===== src/rtl/seq_addsub_slice_if.sv =====
// Handshake bundle for seq_addsub_slice.
// The producer/consumer side uses master. The arithmetic block uses slave.
interface seq_addsub_slice_if #(
  parameter int WIDTH = 16
);
  logic             in_valid;
  logic             in_ready;
  logic [WIDTH-1:0] a;
  logic [WIDTH-1:0] b;
  logic             sub;
  logic             out_valid;
  logic             out_ready;
  logic [WIDTH-1:0] result;
  logic             c_out;
  logic             overflow;

  modport master (
    output in_valid, a, b, sub, out_ready,
    input  in_ready, out_valid, result, c_out, overflow
  );

  modport slave (
    input  in_valid, a, b, sub, out_ready,
    output in_ready, out_valid, result, c_out, overflow
  );
endinterface


===== src/rtl/seq_addsub_slice.sv =====
// Multi-cycle adder/subtractor.
// A single SLICE-bit carry-lookahead slice is reused once per cycle, starting with the LSB slice.
// The carry/borrow is registered between slices.
// Subtraction is a + ~b + 1: b is inverted when it is latched, and the carry starts at 1.
module seq_addsub_slice #(
  parameter int WIDTH = 16,
  parameter int SLICE = 4
) (
  input  logic               clk,
  input  logic               rst_n,
  seq_addsub_slice_if.slave  bus
);
  localparam int N  = WIDTH / SLICE;
  localparam int KW = (N > 1) ? $clog2(N) : 1;

  typedef enum logic [1:0] {IDLE, BUSY, DONE} state_t;

  state_t           r_state;
  state_t           w_nextState;
  logic [WIDTH-1:0] r_opA;
  logic [WIDTH-1:0] r_opB;
  logic [WIDTH-1:0] r_result;
  logic             r_carry;
  logic             r_cOut;
  logic             r_overflow;
  logic [KW-1:0]    r_k;
  logic [SLICE-1:0] w_sliceA;
  logic [SLICE-1:0] w_sliceB;
  logic [SLICE-1:0] w_sliceSum;
  logic [SLICE:0]   w_carries;
  logic             w_lastSlice;
  logic             w_accept;
  logic             w_inReady;
  logic             w_outValid;

  assign w_lastSlice   = (r_k == KW'(N - 1));
  assign w_accept      = (r_state == IDLE) && bus.in_valid;
  assign bus.in_ready  = w_inReady;
  assign bus.out_valid = w_outValid;
  assign bus.result    = r_result;
  assign bus.c_out     = r_cOut;
  assign bus.overflow  = r_overflow;

  // Pick the operand slice addressed by the slice counter
  always_comb begin
    w_sliceA = '0;
    w_sliceB = '0;
    for (int s = 0; s < N; s++) begin
      if (r_k == KW'(s)) begin
        w_sliceA = r_opA[s*SLICE +: SLICE];
        w_sliceB = r_opB[s*SLICE +: SLICE];
      end
    end
  end

  // Carry-lookahead slice.
  // Each carry is built directly from the generate/propagate terms and the incoming carry.
  always_comb begin
    logic [SLICE-1:0] w_prop;
    logic [SLICE-1:0] w_gen;
    logic             w_term;
    logic             w_chain;
    w_prop    = w_sliceA ^ w_sliceB;
    w_gen     = w_sliceA & w_sliceB;
    w_carries = '0;
    w_carries[0] = r_carry;
    for (int i = 0; i < SLICE; i++) begin
      w_term  = w_gen[i];
      w_chain = w_prop[i];
      for (int j = i - 1; j >= 0; j--) begin
        w_term  = w_term | (w_chain & w_gen[j]);
        w_chain = w_chain & w_prop[j];
      end
      w_term = w_term | (w_chain & r_carry);
      w_carries[i+1] = w_term;
    end
    w_sliceSum = w_prop ^ w_carries[SLICE-1:0];
  end

  // State register
  always_ff @(posedge clk or negedge rst_n) begin
    if (!rst_n) begin
      r_state <= IDLE;
    end else begin
      r_state <= w_nextState;
    end
  end

  // Next-state and handshake outputs.
  // The block accepts operands only in IDLE and presents a result only in DONE.
  always_comb begin
    w_nextState = r_state;
    w_inReady   = 1'b0;
    w_outValid  = 1'b0;
    case (r_state)
      IDLE: begin
        w_inReady = 1'b1;
        if (bus.in_valid) w_nextState = BUSY;
      end
      BUSY: begin
        if (w_lastSlice) w_nextState = DONE;
      end
      DONE: begin
        w_outValid = 1'b1;
        if (bus.out_ready) w_nextState = IDLE;
      end
      default: w_nextState = IDLE;
    endcase
  end

  // Operand capture and slice-by-slice accumulation.
  // Result and flags are left untouched outside BUSY, so they hold after handoff.
  always_ff @(posedge clk or negedge rst_n) begin
    if (!rst_n) begin
      r_opA      <= '0;
      r_opB      <= '0;
      r_result   <= '0;
      r_carry    <= 1'b0;
      r_cOut     <= 1'b0;
      r_overflow <= 1'b0;
      r_k        <= '0;
    end else if (w_accept) begin
      r_opA   <= bus.a;
      r_opB   <= bus.b ^ {WIDTH{bus.sub}};
      r_carry <= bus.sub;
      r_k     <= '0;
    end else if (r_state == BUSY) begin
      for (int s = 0; s < N; s++) begin
        if (r_k == KW'(s)) r_result[s*SLICE +: SLICE] <= w_sliceSum;
      end
      r_carry <= w_carries[SLICE];
      if (w_lastSlice) begin
        r_k        <= '0;
        r_cOut     <= w_carries[SLICE];
        r_overflow <= w_carries[SLICE] ^ w_carries[SLICE-1];
      end else begin
        r_k <= r_k + KW'(1);
      end
    end
  end
endmodule


===== src/flat_wrapper.sv =====
// flat-port wrapper written by rule: the top's interface ports become plain ports
module seq_addsub_slice_flat 
#(
  parameter int WIDTH = 16,
  parameter int SLICE = 4
)
  (clk, rst_n, bus_in_valid, bus_a, bus_b, bus_sub, bus_out_ready, bus_in_ready, bus_out_valid, bus_result, bus_c_out, bus_overflow);
  seq_addsub_slice_if #(.WIDTH(WIDTH)) bus_i ();
  input  logic clk;
  input  logic rst_n;
  input wire logic [$bits(bus_i.in_valid)-1:0] bus_in_valid;
  input wire logic [$bits(bus_i.a)-1:0] bus_a;
  input wire logic [$bits(bus_i.b)-1:0] bus_b;
  input wire logic [$bits(bus_i.sub)-1:0] bus_sub;
  input wire logic [$bits(bus_i.out_ready)-1:0] bus_out_ready;
  output wire logic [$bits(bus_i.in_ready)-1:0] bus_in_ready;
  output wire logic [$bits(bus_i.out_valid)-1:0] bus_out_valid;
  output wire logic [$bits(bus_i.result)-1:0] bus_result;
  output wire logic [$bits(bus_i.c_out)-1:0] bus_c_out;
  output wire logic [$bits(bus_i.overflow)-1:0] bus_overflow;
  assign bus_i.in_valid = bus_in_valid;
  assign bus_i.a = bus_a;
  assign bus_i.b = bus_b;
  assign bus_i.sub = bus_sub;
  assign bus_i.out_ready = bus_out_ready;
  assign bus_in_ready = bus_i.in_ready;
  assign bus_out_valid = bus_i.out_valid;
  assign bus_result = bus_i.result;
  assign bus_c_out = bus_i.c_out;
  assign bus_overflow = bus_i.overflow;
  seq_addsub_slice #(.WIDTH(WIDTH), .SLICE(SLICE)) u_core (.clk(clk), .rst_n(rst_n), .bus(bus_i));
endmodule

===== config.mk =====
export PLATFORM = sky130hd
export DESIGN_NAME = seq_addsub_slice_flat
export DESIGN_NICKNAME = d
export VERILOG_FILES = /design/src/rtl/seq_addsub_slice_if.sv /design/src/rtl/seq_addsub_slice.sv /design/src/flat_wrapper.sv
export SDC_FILE = /design/constraint.sdc
export NUM_CORES = 1
export LEC_CHECK = 0
export ABC_CLOCK_PERIOD_IN_PS = 7500
export CORE_UTILIZATION = 55
export DETAILED_ROUTE_END_ITERATION = 8
export MAX_ROUTING_LAYER = met4
export PLACE_DENSITY = 0.84
export SLEW_MARGIN = 25
export SYNTH_ARGS = -nofsm -noshare
export SYNTH_HDL_FRONTEND = slang
export SYNTH_SLANG_ARGS = --single-unit

===== constraint.sdc =====
create_clock -name clk -period 7.5 [get_ports clk]
set_input_delay 1.5 -clock clk [delete_from_list [all_inputs] [get_ports clk]]
set_output_delay 1.5 -clock clk [all_outputs]
set_load 0.1 [all_outputs]

==> results.md <==
- The flow ran to the end, and the final reports show no timing, DRC or antenna violations.
- The routed layout has 2186 vias.
- The setup check on the worst reg-to-reg path leaves a slack of 4450 ps.
- The number of hold buffers added after CTS was 0.
- The final number of max-transition violations is 0.
- The number of global-route vias before repair is 2142.
- The critical path starts at u_core.r_state[0].
- After detailed placement, the design holds a cell count of 388.
- The dominant synthesized flop cell is dfrtp_1.
- The critical path ends at bus_out_valid.
- The first routing iteration left 206 violations.
- The share of async-settable or async-resettable flops after synthesis is 100%.
- The path depth of the worst reg2reg path is 8.
- Clock tree synthesis found a total of 55 sinks.
- The worst setup path is captured at an output port.
- The total inserted antenna cells is 0.
- The final-layout fill cell count is 390.
- The path length in cells of the critical path is 3.
- TritonCTS built the clock tree.
- The kind of critical path is reg2out.
- The count of endpoints failing setup in the final report is 0.
- The core area is 0.00488 sq mm.
- The final-report hold violation count was 0.
- The count of boundary I/O pins is 57.
- The routed design could run at a clock period as short as 3810 ps.
- Relative to the synthesized area, the layout overhead comes to 21.8%.
- The total DRC errors in the routed layout is 0.
- The starting utilization of the core area is 58.9%.
- Dividing the synthesized area by the synthesized cell count gives 10.2 sq um.
- The maximum number of buffers from clock root to sink is 2.
- The number of buffers created by CTS is 5.
- Of all nets on the critical path, the largest fanout is 12.
- The number of warnings reported in the yosys synthesis log is 0.
- The number of nets in the synthesized netlist is 328.
- At the end of the flow, the number of nets in the layout was 374.
- The post-synthesis instance area is 0.00287 sq mm.
- At the later pin of the worst-skew pair, clock insertion delay measures 310 ps.
- In this run the number of H-tree levels came out at 2.
- The number of instances resized during post-cts repair is 0.
- The worst clock skew is 3.97 ps.
- Max-cap violations in this run came to 0.
- After detailed routing, the average wire length per cell comes to 14.9 um.
- Yosys mapped the design onto 41 distinct sky130hd cell types.
- Once layout is complete, the cells apart from fillers number 394.
- The die covers 0.00552 sq mm.
- At the worst endpoint, the required time is 6000 ps.
- After detailed routing, the total wire length is 5850 um.
- The post-synthesis cell count is 282.
- For this run, the top clock speed supported by timing is 0.263 GHz.
- The master of the slowest instance on the critical path is clkdlybuf4s50_1.
- The global-route wire length before repair is 9760 um.
- The transition time at the pin with the least slew margin is 971 ps.
- Buffers placed on the I/O ports in this run total 56.
- Once detail routing completed, the nets flagged for antenna violations numbered 0.
- Walking the worst path, the cells encountered are nand2b_1 > inv_1 > clkdlybuf4s50_1.
- Clock-pin slew was measured on the worst setup and hold paths at 90 ps.
- The via density per instance is 5.55.
- The startpoint type of the worst setup path is a register.
- The clock root buffer is clkbuf_8.
- The final total negative setup slack is 0 ps.
- The arrival time of data at the critical path endpoint is 2310 ps.
- The worst register-to-register path begins at u_core.r_k[1].
- The number of iterations in the first detailed-routing pass is 4.
- The congestion estimate from routability-driven global placement came to 0.798.
- The final critical path takes up 50.8% of the cycle.
- The total global routing overflow is 0.
- The initial antenna violation count is 0.
- After synthesis, flip-flops and latches occupy 47.9% of the total area.
- The endpoint identified for the worst register-to-register timing path is u_core.bus.result[2].
- Setup repair after global routing left no endpoint under its margin.
- For this run, the slowest stage of the critical path takes 1120 ps.
- The cell family contributing the most delay on the critical path is buffers and inverters.
- The die extent in x is 74.3 um.
- In this run the vertical extent of the chip is 74.3 um.
- The number of buffers added for setup after CTS is 0.
- In the final layout, the share of cells above drive strength 1 is 9.17%.
- The number of enable flip-flop cells after synthesis is 0.
- The worst pin sits at a relative slew slack of 35.1%.
- The post-synthesis register bit count is 55.
- The maximum number of pins on one net before global-route repair is 56.
- The number of buffers and inverters on the critical path is 2.
- The total routing resource utilization after global routing is 24.4%.
- The floorplan row count is 25.
- The post-DP HPWL is 4080 um.
- The tightest min-delay check is of the reg2reg type.
[sequential cells by signal (all words and copies together), names as in the netlist]
| register | flops |
|---|---|
| u_core.bus.result | 16 |
| u_core.bus.overflow | 1 |
| u_core.bus.c_out | 1 |
| u_core.r_k | 2 |
| u_core.r_carry | 1 |
| u_core.r_opA | 16 |
| u_core.r_state | 2 |
| u_core.r_opB | 16 |
[worst min-delay path: stages (launching register included)]
cell,delay (ps)
dfrtp_1,350
nand2_1,50
o21ai_0,60
[cells by family (layout without fill, tap and decap cells)]
group,after synthesis,after routing,share of synthesized area (%)
adders and majority gates,9,9,4.18
buffers and inverters,31,76,5.05
and+or+nand+nor,69,69,12.7
AOI/OAI and AO/OA,80,80,17.0
muxes,21,21,7.97
xor gates and xnor gates,17,17,5.18
DFF,55,55,47.9
[worst min-delay path by stage]
stage | slack [ps] | endpoint | cells past startpoint | startpoint
2_1_floorplan | 480 | u_core.r_opA[2] | 1 | u_core.r_opA[2]
3_3_place_gp | 460 | u_core.bus.result[12] | 2 | u_core.bus.result[12]
3_5_place_dp | 470 | u_core.bus.result[1] | 2 | u_core.bus.result[1]
4_1_cts | 490 | u_core.bus.result[1] | 2 | u_core.bus.result[1]
5_1_grt | 520 | u_core.bus.result[0] | 1 | u_core.bus.result[0]
6_report | 490 | u_core.bus.result[1] | 2 | u_core.bus.result[1]
[final cells by class]
class,instances,area [sq um],area share (%)
flip-flops and latches,55,1380,39.3
multi-input cells,196,1350,38.6
inverters,12,45.0,1.29
well taps,67,83.8,2.40
repair buffers,58,571,16.3
clock buffers,6,72.6,2.07
[layer usage]
metal | GRT usage, % | part of all wire [%] | wire length [um] | vias up
met5 | - | 0 | 0 | -
met4 | 6.92 | 0.75 | 44 | 0
met3 | 4.74 | 4.3 | 251 | 5
met2 | 41.9 | 52 | 3040 | 66
met1 | 29.2 | 43 | 2520 | 1044
li1 | - | - | - | 1071
[layout by cell type (no fill, tap or decap), types with 5 or more instances in the layout]
| cell | n |
|---|---|
| ha_1 | 8 |
| a21oi_1 | 31 |
| nand3_1 | 5 |
| nand2_1 | 29 |
| a22o_1 | 10 |
| dfrtp_1 | 55 |
| mux2_2 | 15 |
| inv_1 | 12 |
| xnor2_1 | 13 |
| clkdlybuf4s50_1 | 55 |
| clkbuf_8 | 5 |
| o21ai_0 | 22 |
| nor2_1 | 16 |
| mux2i_1 | 6 |
[stage by stage]
stage / instance area [sq um] / utilization (%) / worst slack, ps / hold slack [ps]
4_1_cts: 3500 / 71.7 / 3690 / 489
2_1_floorplan: 2870 / - / 4160 / 480
6_report: 3500 / 71.7 / 3690 / 485
3_5_place_dp: 3430 / 70.2 / 4030 / 470
3_3_place_gp: 3430 / 70.2 / 4070 / 459
5_1_grt: 3500 / 71.7 / 3610 / 523
[synthesized netlist by cell type, drive strengths merged, types with 3 or more instances]
library cell,count,area [sq um]
dfrtp,55,1380
a21oi,31,155
nand2,29,109
o21ai,23,115
nor2,16,60.1
mux2,15,169
buf,14,80.1
xnor2,13,114
inv,12,45.0
a22o,10,87.6
ha,8,100
mux2i,6,60.1
clkbuf,5,20.0
nand3,5,25.0
nand3b,5,61.3
o2111ai,4,35.0
o31ai,4,30.0
or4,4,30.0
xor2,4,35.0
nor2b,3,18.8
Power is left out: the tool's default activity adds up to more than one toggle a clock period on the data nets, which glitch-free logic cannot reach.
